===== config.mk =====
export PLATFORM = sky130hd
export DESIGN_NAME = key_scan_display
export DESIGN_NICKNAME = d
export VERILOG_FILES = /design/src/rtl/key_scan_display_pkg.sv /design/src/rtl/key_scan_display_hex_to_seg.sv /design/src/rtl/key_scan_display.sv
export SDC_FILE = /design/constraint.sdc
export NUM_CORES = 1
export LEC_CHECK = 0
export CAP_MARGIN = 25
export CORE_MARGIN = 2
export CORE_UTILIZATION = 25
export CTS_BUF_LIST = sky130_fd_sc_hd__clkbuf_8
export DETAILED_ROUTE_END_ITERATION = 10
export GPL_ROUTABILITY_DRIVEN = 1
export SYNTH_ARGS = -nofsm -noshare
export SYNTH_HDL_FRONTEND = slang
export SYNTH_HIERARCHICAL = 1
export SYNTH_SLANG_ARGS = --single-unit

===== constraint.sdc =====
create_clock -name CLK -period 1.9 [get_ports CLK]
set_clock_uncertainty 0.05 [all_clocks]
set_input_delay 0.19 -clock CLK [delete_from_list [all_inputs] [get_ports CLK]]
set_output_delay 0.19 -clock CLK [all_outputs]
set_load 0.01 [all_outputs]

===== src/rtl/key_scan_display_pkg.sv =====
// Lock state encodings, segment glyph constants and glyph selector shared by the display blocks.
// Pure declarations, no logic.
package key_scan_display_pkg;

  localparam logic [1:0] S_IDLE  = 2'd0;
  localparam logic [1:0] S_WPR   = 2'd1;
  localparam logic [1:0] S_OPEN  = 2'd2;
  localparam logic [1:0] S_ALARM = 2'd3;

  localparam logic [2:0] SL_N = 3'd0;
  localparam logic [2:0] SL_A = 3'd1;

  localparam logic [6:0] SEG_BLANK  = 7'h00;
  localparam logic [6:0] SEG_MASK   = 7'h01;
  localparam logic [6:0] SEG_CURSOR = 7'h08;

  typedef enum logic [1:0] {
    GLY_BLANK,
    GLY_DIGIT,
    GLY_CURSOR
  } glyph_e;

endpackage


===== src/rtl/key_scan_display_hex_to_seg.sv =====
// 4-bit code to active-high {g,f,e,d,c,b,a} glyph, standard 0-F table.
// Combinational, zero latency, no flow control.
module hex_to_seg (
  input  logic [3:0] code,
  output logic [6:0] seg
);

  always_comb begin
    seg = 7'h00;
    case (code)
      4'h0: seg = 7'h3F;
      4'h1: seg = 7'h06;
      4'h2: seg = 7'h5B;
      4'h3: seg = 7'h4F;
      4'h4: seg = 7'h66;
      4'h5: seg = 7'h6D;
      4'h6: seg = 7'h7D;
      4'h7: seg = 7'h07;
      4'h8: seg = 7'h7F;
      4'h9: seg = 7'h6F;
      4'hA: seg = 7'h77;
      4'hB: seg = 7'h7C;
      4'hC: seg = 7'h39;
      4'hD: seg = 7'h5E;
      4'hE: seg = 7'h79;
      4'hF: seg = 7'h71;
      default: seg = 7'h00;
    endcase
  end

endmodule


===== src/rtl/key_scan_display.sv =====
// Multiplexed N-digit 7-segment driver for the keypad lock entry buffer; SEG/AN registered, 1 cycle after index/state change.
// No backpressure: keys beyond DIGITS are dropped, CLEAR or leaving entry empties the buffer.
module key_scan_display
  import key_scan_display_pkg::*;
#(
  parameter int DIGITS    = 4,
  parameter int SCAN_DIV  = 50000,
  parameter int BLINK_DIV = 125,
  parameter int MASK      = 1
) (
  input  logic                        CLK,
  input  logic                        RST,
  input  logic [1:0]                  ST,
  input  logic [2:0]                  ST_L,
  input  logic                        KEY_VALID,
  input  logic [3:0]                  KEY_CODE,
  input  logic                        CLEAR,
  output logic [6:0]                  SEG,
  output logic [DIGITS-1:0]           AN,
  output logic [$clog2(DIGITS+1)-1:0] COUNT
);

  localparam int CW = $clog2(DIGITS + 1);
  localparam int IW = $clog2(DIGITS);
  localparam int PW = $clog2(SCAN_DIV);
  localparam int BW = (BLINK_DIV > 1) ? $clog2(BLINK_DIV) : 1;

  logic [PW-1:0]            presc;
  logic                     scan_tick;
  logic [IW-1:0]            scan_idx;
  logic [BW-1:0]            blink_cnt;
  logic                     blink_ph;
  logic [DIGITS-1:0][3:0]   digit_buf;
  logic [CW-1:0]            count;
  logic                     entry_active;
  logic [6:0]               hex_seg;
  glyph_e                   gly_sel;
  logic                     shown;
  logic [6:0]               seg_d;
  logic [DIGITS-1:0]        an_d;

  assign scan_tick    = (presc == PW'(SCAN_DIV - 1));
  assign entry_active = (ST == S_WPR);
  assign COUNT        = count;

  // Timing chain free-runs regardless of lock state.
  always_ff @(posedge CLK) begin
    if (RST) begin
      presc     <= '0;
      scan_idx  <= '0;
      blink_cnt <= '0;
      blink_ph  <= 1'b0;
    end else begin
      presc <= scan_tick ? '0 : presc + PW'(1);
      if (scan_tick) begin
        scan_idx <= (scan_idx == IW'(DIGITS - 1)) ? '0 : scan_idx + IW'(1);
        if (blink_cnt == BW'(BLINK_DIV - 1)) begin
          blink_cnt <= '0;
          blink_ph  <= ~blink_ph;
        end else begin
          blink_cnt <= blink_cnt + BW'(1);
        end
      end
    end
  end

  // Newest key lands at position 0; CLEAR beats a simultaneous key.
  always_ff @(posedge CLK) begin
    if (RST || CLEAR || !entry_active) begin
      digit_buf <= '0;
      count     <= '0;
    end else if (KEY_VALID && (count < CW'(DIGITS))) begin
      digit_buf <= {digit_buf[DIGITS-2:0], KEY_CODE};
      count     <= count + CW'(1);
    end
  end

  hex_to_seg u_hex_to_seg (
    .code (digit_buf[scan_idx]),
    .seg  (hex_seg)
  );

  // Alarm-armed entry flashes the whole display with the blink phase.
  always_comb begin
    shown   = entry_active && !((ST_L == SL_A) && !blink_ph);
    gly_sel = GLY_BLANK;
    if (CW'(scan_idx) < count) begin
      gly_sel = GLY_DIGIT;
    end else if ((CW'(scan_idx) == count) && blink_ph) begin
      gly_sel = GLY_CURSOR;
    end
  end

  always_comb begin
    seg_d = SEG_BLANK;
    an_d  = '1;
    if (shown) begin
      an_d = ~(DIGITS'(1) << scan_idx);
      case (gly_sel)
        GLY_DIGIT:  seg_d = (MASK != 0) ? SEG_MASK : hex_seg;
        GLY_CURSOR: seg_d = SEG_CURSOR;
        default:    seg_d = SEG_BLANK;
      endcase
    end
  end

  always_ff @(posedge CLK) begin
    if (RST) begin
      SEG <= SEG_BLANK;
      AN  <= '1;
    end else begin
      SEG <= seg_d;
      AN  <= an_d;
    end
  end

endmodule


==> results.yml <==
yosys:
  ys_types: 39
  synthArstFlopShare_pct: 0
  synth_edf_count: 0
  synth_area_um2: 1640
  netlist_instances: 183
  ys_seq_area_share_pct: 42.7
  synthFlopType: "dfxtp_1"
  synth-seq-cells: 35
  syn_area_per_cell_um2: 8.96
  yosys_warnings: 6
cts:
  cts.sinks: 35
  clk_path_buf_depth: 2
  cts_max_level: 2
  clk_latency_ns: 0.28
  cts_tree: "built"
  clkTransAtPathRegs_ns: 0.07
  root_buffer: "clkbuf_8"
  cts-buffers-inserted: 5
timing:
  min_period_ns: 1.70
  setup_viol: 0
  setup_slack_ns: 0.196
  finalCritPeriodShare_pct: 89.7
  hold_viol: 0
  rsz0062_at_grt: "false"
  tns_ns: 0
  fmax_mhz: 587
  drv_slew: 0
floorplanning:
  rows: 29
  die_w_um: 85
  fp.dieH_um: 85
  core_region_area_um2: 6350
  start_util_pct: 25.8
  dieArea_um2: 7230
  pin_count: 27
min_path:
  hold_path_depth: 1
  hold_path.class: "reg2reg"
  min_to: "presc[0]$_SDFF_PP0_"
  hold_start: "presc[0]$_SDFF_PP0_"
power_and_ir_drop:
  ir_drop_mv: 0.327
  powerDensity_nw_per_um2: 667
  clkPwrFrac_pct: 40.3
  p_comb_share_pct: 4.5
  power.leakage_nw: 0.747
  internal_power_mw: 1.06
  power_frac_seq_pct: 55.3
  power_switching_mw: 0.295
  p_sw_share_pct: 21.9
cells_and_area:
  antenna_cells: 0
  area_growth_pct: 23.3
  layout.nets: 234
  multiInputGateArea_um2: 860
  drive_above_1_share_pct: 10.9
  num-fill-cells: 647
  regArea_um2: 701
grt:
  grt_first_pass_wirelength_mm: 5.18
  grt_max_degree: 16
  first_global_vias: 1187
  antenna_found_initial: 0
  groute.usage.overall_pct: 8.81
  grt_overflow: 0
worst_setup_path:
  critPathTopFamily: "simple AND/OR/NAND/NOR gates"
  cp-start-kind: "flip-flop"
  regToRegSetupSlack_ns: 0.20
  reg2regPathDepth: 4
  r2r-end: "presc[15]$_SDFF_PP0_"
  cp-end-kind: "flip-flop"
  cp.required_ns: 2.07
  arrival_ns: 1.87
  slowest_stage: "or4_1"
  slowest_delay_ns: 0.54
  crit_type: "reg2reg"
  cp_num_buf_inv: 0
  path_max_fanout: 5
  worstPathCellList: "nand4_2 -> or4_1 -> or3_1 -> a21oi_1"
  r2r-start: "presc[8]$_SDFF_PP0_"
place:
  dpl_worst_slack_ns: 0.0852
  hpwl_mm: 2.18
  io_buffers: 17
  gp_congestion: 0.767
routing:
  drt-total-wl_mm: 2.97
  route.vias.total: 1274
  via_per_inst: 4.42
  drc: 0
  avgRoutedWirePerCell_um: 10.3
  first_iter_violations: 47
  first_pass_iters: 4
  ant_nets: 0
flow_run:
  drv_cap: 0
run_status:
  status: "completed"
[through the flow]
step	hold slack, ns	cell area, um^2	power, mW	util (%)	instances
2_1_floorplan	0.285	1660	0.803	-	187
3_3_place_gp	0.397	1920	0.823	30.2	279
3_5_place_dp	0.403	1920	0.824	30.2	279
4_1_cts	0.417	2010	1.37	31.6	286
5_1_grt	0.459	2020	1.41	31.9	288
6_report	0.411	2020	1.35	31.9	288
[cells in the final DEF, fill, tap and decap left out, types with 3 or more instances in the layout]
| cell type | netlist | routed |
|---|---|---|
| or3_1 | 5 | 5 |
| buf_4 | 5 | 9 |
| nand4_1 | 3 | 3 |
| nor4_1 | 3 | 3 |
| a21oi_1 | 9 | 9 |
| nand2_1 | 10 | 10 |
| nand3_1 | 6 | 6 |
| and3_1 | 4 | 4 |
| xnor2_1 | 11 | 11 |
| nor4b_1 | 3 | 3 |
| nor3_1 | 5 | 5 |
| o21ai_0 | 10 | 10 |
| clkbuf_8 | 0 | 6 |
| nor2_1 | 25 | 25 |
| dfxtp_1 | 35 | 35 |
| ha_1 | 10 | 10 |
| clkdlybuf4s50_1 | 0 | 17 |
| inv_1 | 11 | 11 |
| conb_1 | 1 | 5 |
[what timing repair did]
action                                  CTS  global route
endpoints found under the setup margin    0             4
hold buffers                              0             0
setup buffers                             0             2
gates resized for setup                   0             0
[worst max path at each step]
stage | start | to | slack [ns] | depth (start not counted)
2_1_floorplan | presc[0]$_SDFF_PP0_ | presc[10]$_SDFF_PP0_ | 0.21 | 7
6_report | presc[8]$_SDFF_PP0_ | presc[15]$_SDFF_PP0_ | 0.20 | 4
4_1_cts | presc[4]$_SDFF_PP0_ | blink_ph$_SDFFE_PP0P_ | 0.09 | 4
3_5_place_dp | presc[4]$_SDFF_PP0_ | blink_cnt[4]$_SDFFE_PP0N_ | 0.09 | 4
5_1_grt | presc[4]$_SDFF_PP0_ | blink_cnt[4]$_SDFFE_PP0N_ | 0.07 | 5
3_3_place_gp | presc[4]$_SDFF_PP0_ | blink_ph$_SDFFE_PP0P_ | 0.16 | 4
[power groups by stage]
stage	clock network (mW)	logic [mW]	registers, mW
2_1_floorplan	0	0.0400	0.762
4_1_cts	0.564	0.0612	0.746
6_report	0.544	0.0604	0.746
3_5_place_dp	0	0.0609	0.763
5_1_grt	0.598	0.0673	0.747
3_3_place_gp	0	0.0602	0.763
[cell type report]
cell class	count	share of cell area, %
multi-input cells	132	42.5
flip-flops and latches	35	34.6
repair buffers	26	11.8
well taps	77	4.76
clock buffers	6	4.08
inverters	11	2.04
clock inverters	1	0.247
[metal layers]
metal	routed length, um	vias to the layer above	track usage (%)
met4	31	0	3.03
met1	1460	576	10.9
met3	125	5	2.92
li1	-	678	-
met2	1360	15	14.3
met5	0	-	0
[cells in the mapped netlist, types with 3 or more instances]
cell / instances / area, um^2
nand2_1: 10 / 37.5
a21oi_1: 9 / 45.0
nor2_1: 25 / 93.8
inv_1: 11 / 41.3
dfxtp_1: 35 / 701
o21ai_0: 10 / 50.1
nand3_1: 6 / 30.0
nor4b_1: 3 / 26.3
xnor2_1: 11 / 96.3
ha_1: 10 / 125
nor3_1: 5 / 25.0
or3_1: 5 / 31.3
nor4_1: 3 / 18.8
nand4_1: 3 / 18.8
buf_4: 5 / 37.5
and3_1: 4 / 25.0
[cells by family (layout without fill, tap and decap cells)]
group | after synthesis | in the layout | share of synthesized area, %
other | 1 | 5 | 0.229
buffers and inverters | 20 | 44 | 5.80
muxes | 2 | 2 | 1.22
xor gates and xnor gates | 13 | 13 | 6.94
adders and majority gates | 10 | 10 | 7.63
AOI/OAI and AO/OA | 26 | 26 | 9.23
and+or+nand+nor | 76 | 76 | 26.2
DFF | 35 | 35 | 42.7
[state kept, by name, indices dropped and copies added, names as in the netlist]
signal and flops:
blink_ph 1, AN 4, blink_cnt 7, COUNT 3, presc 16, SEG 2
scan_idx 2
Power figures use the tool's default switching activity.
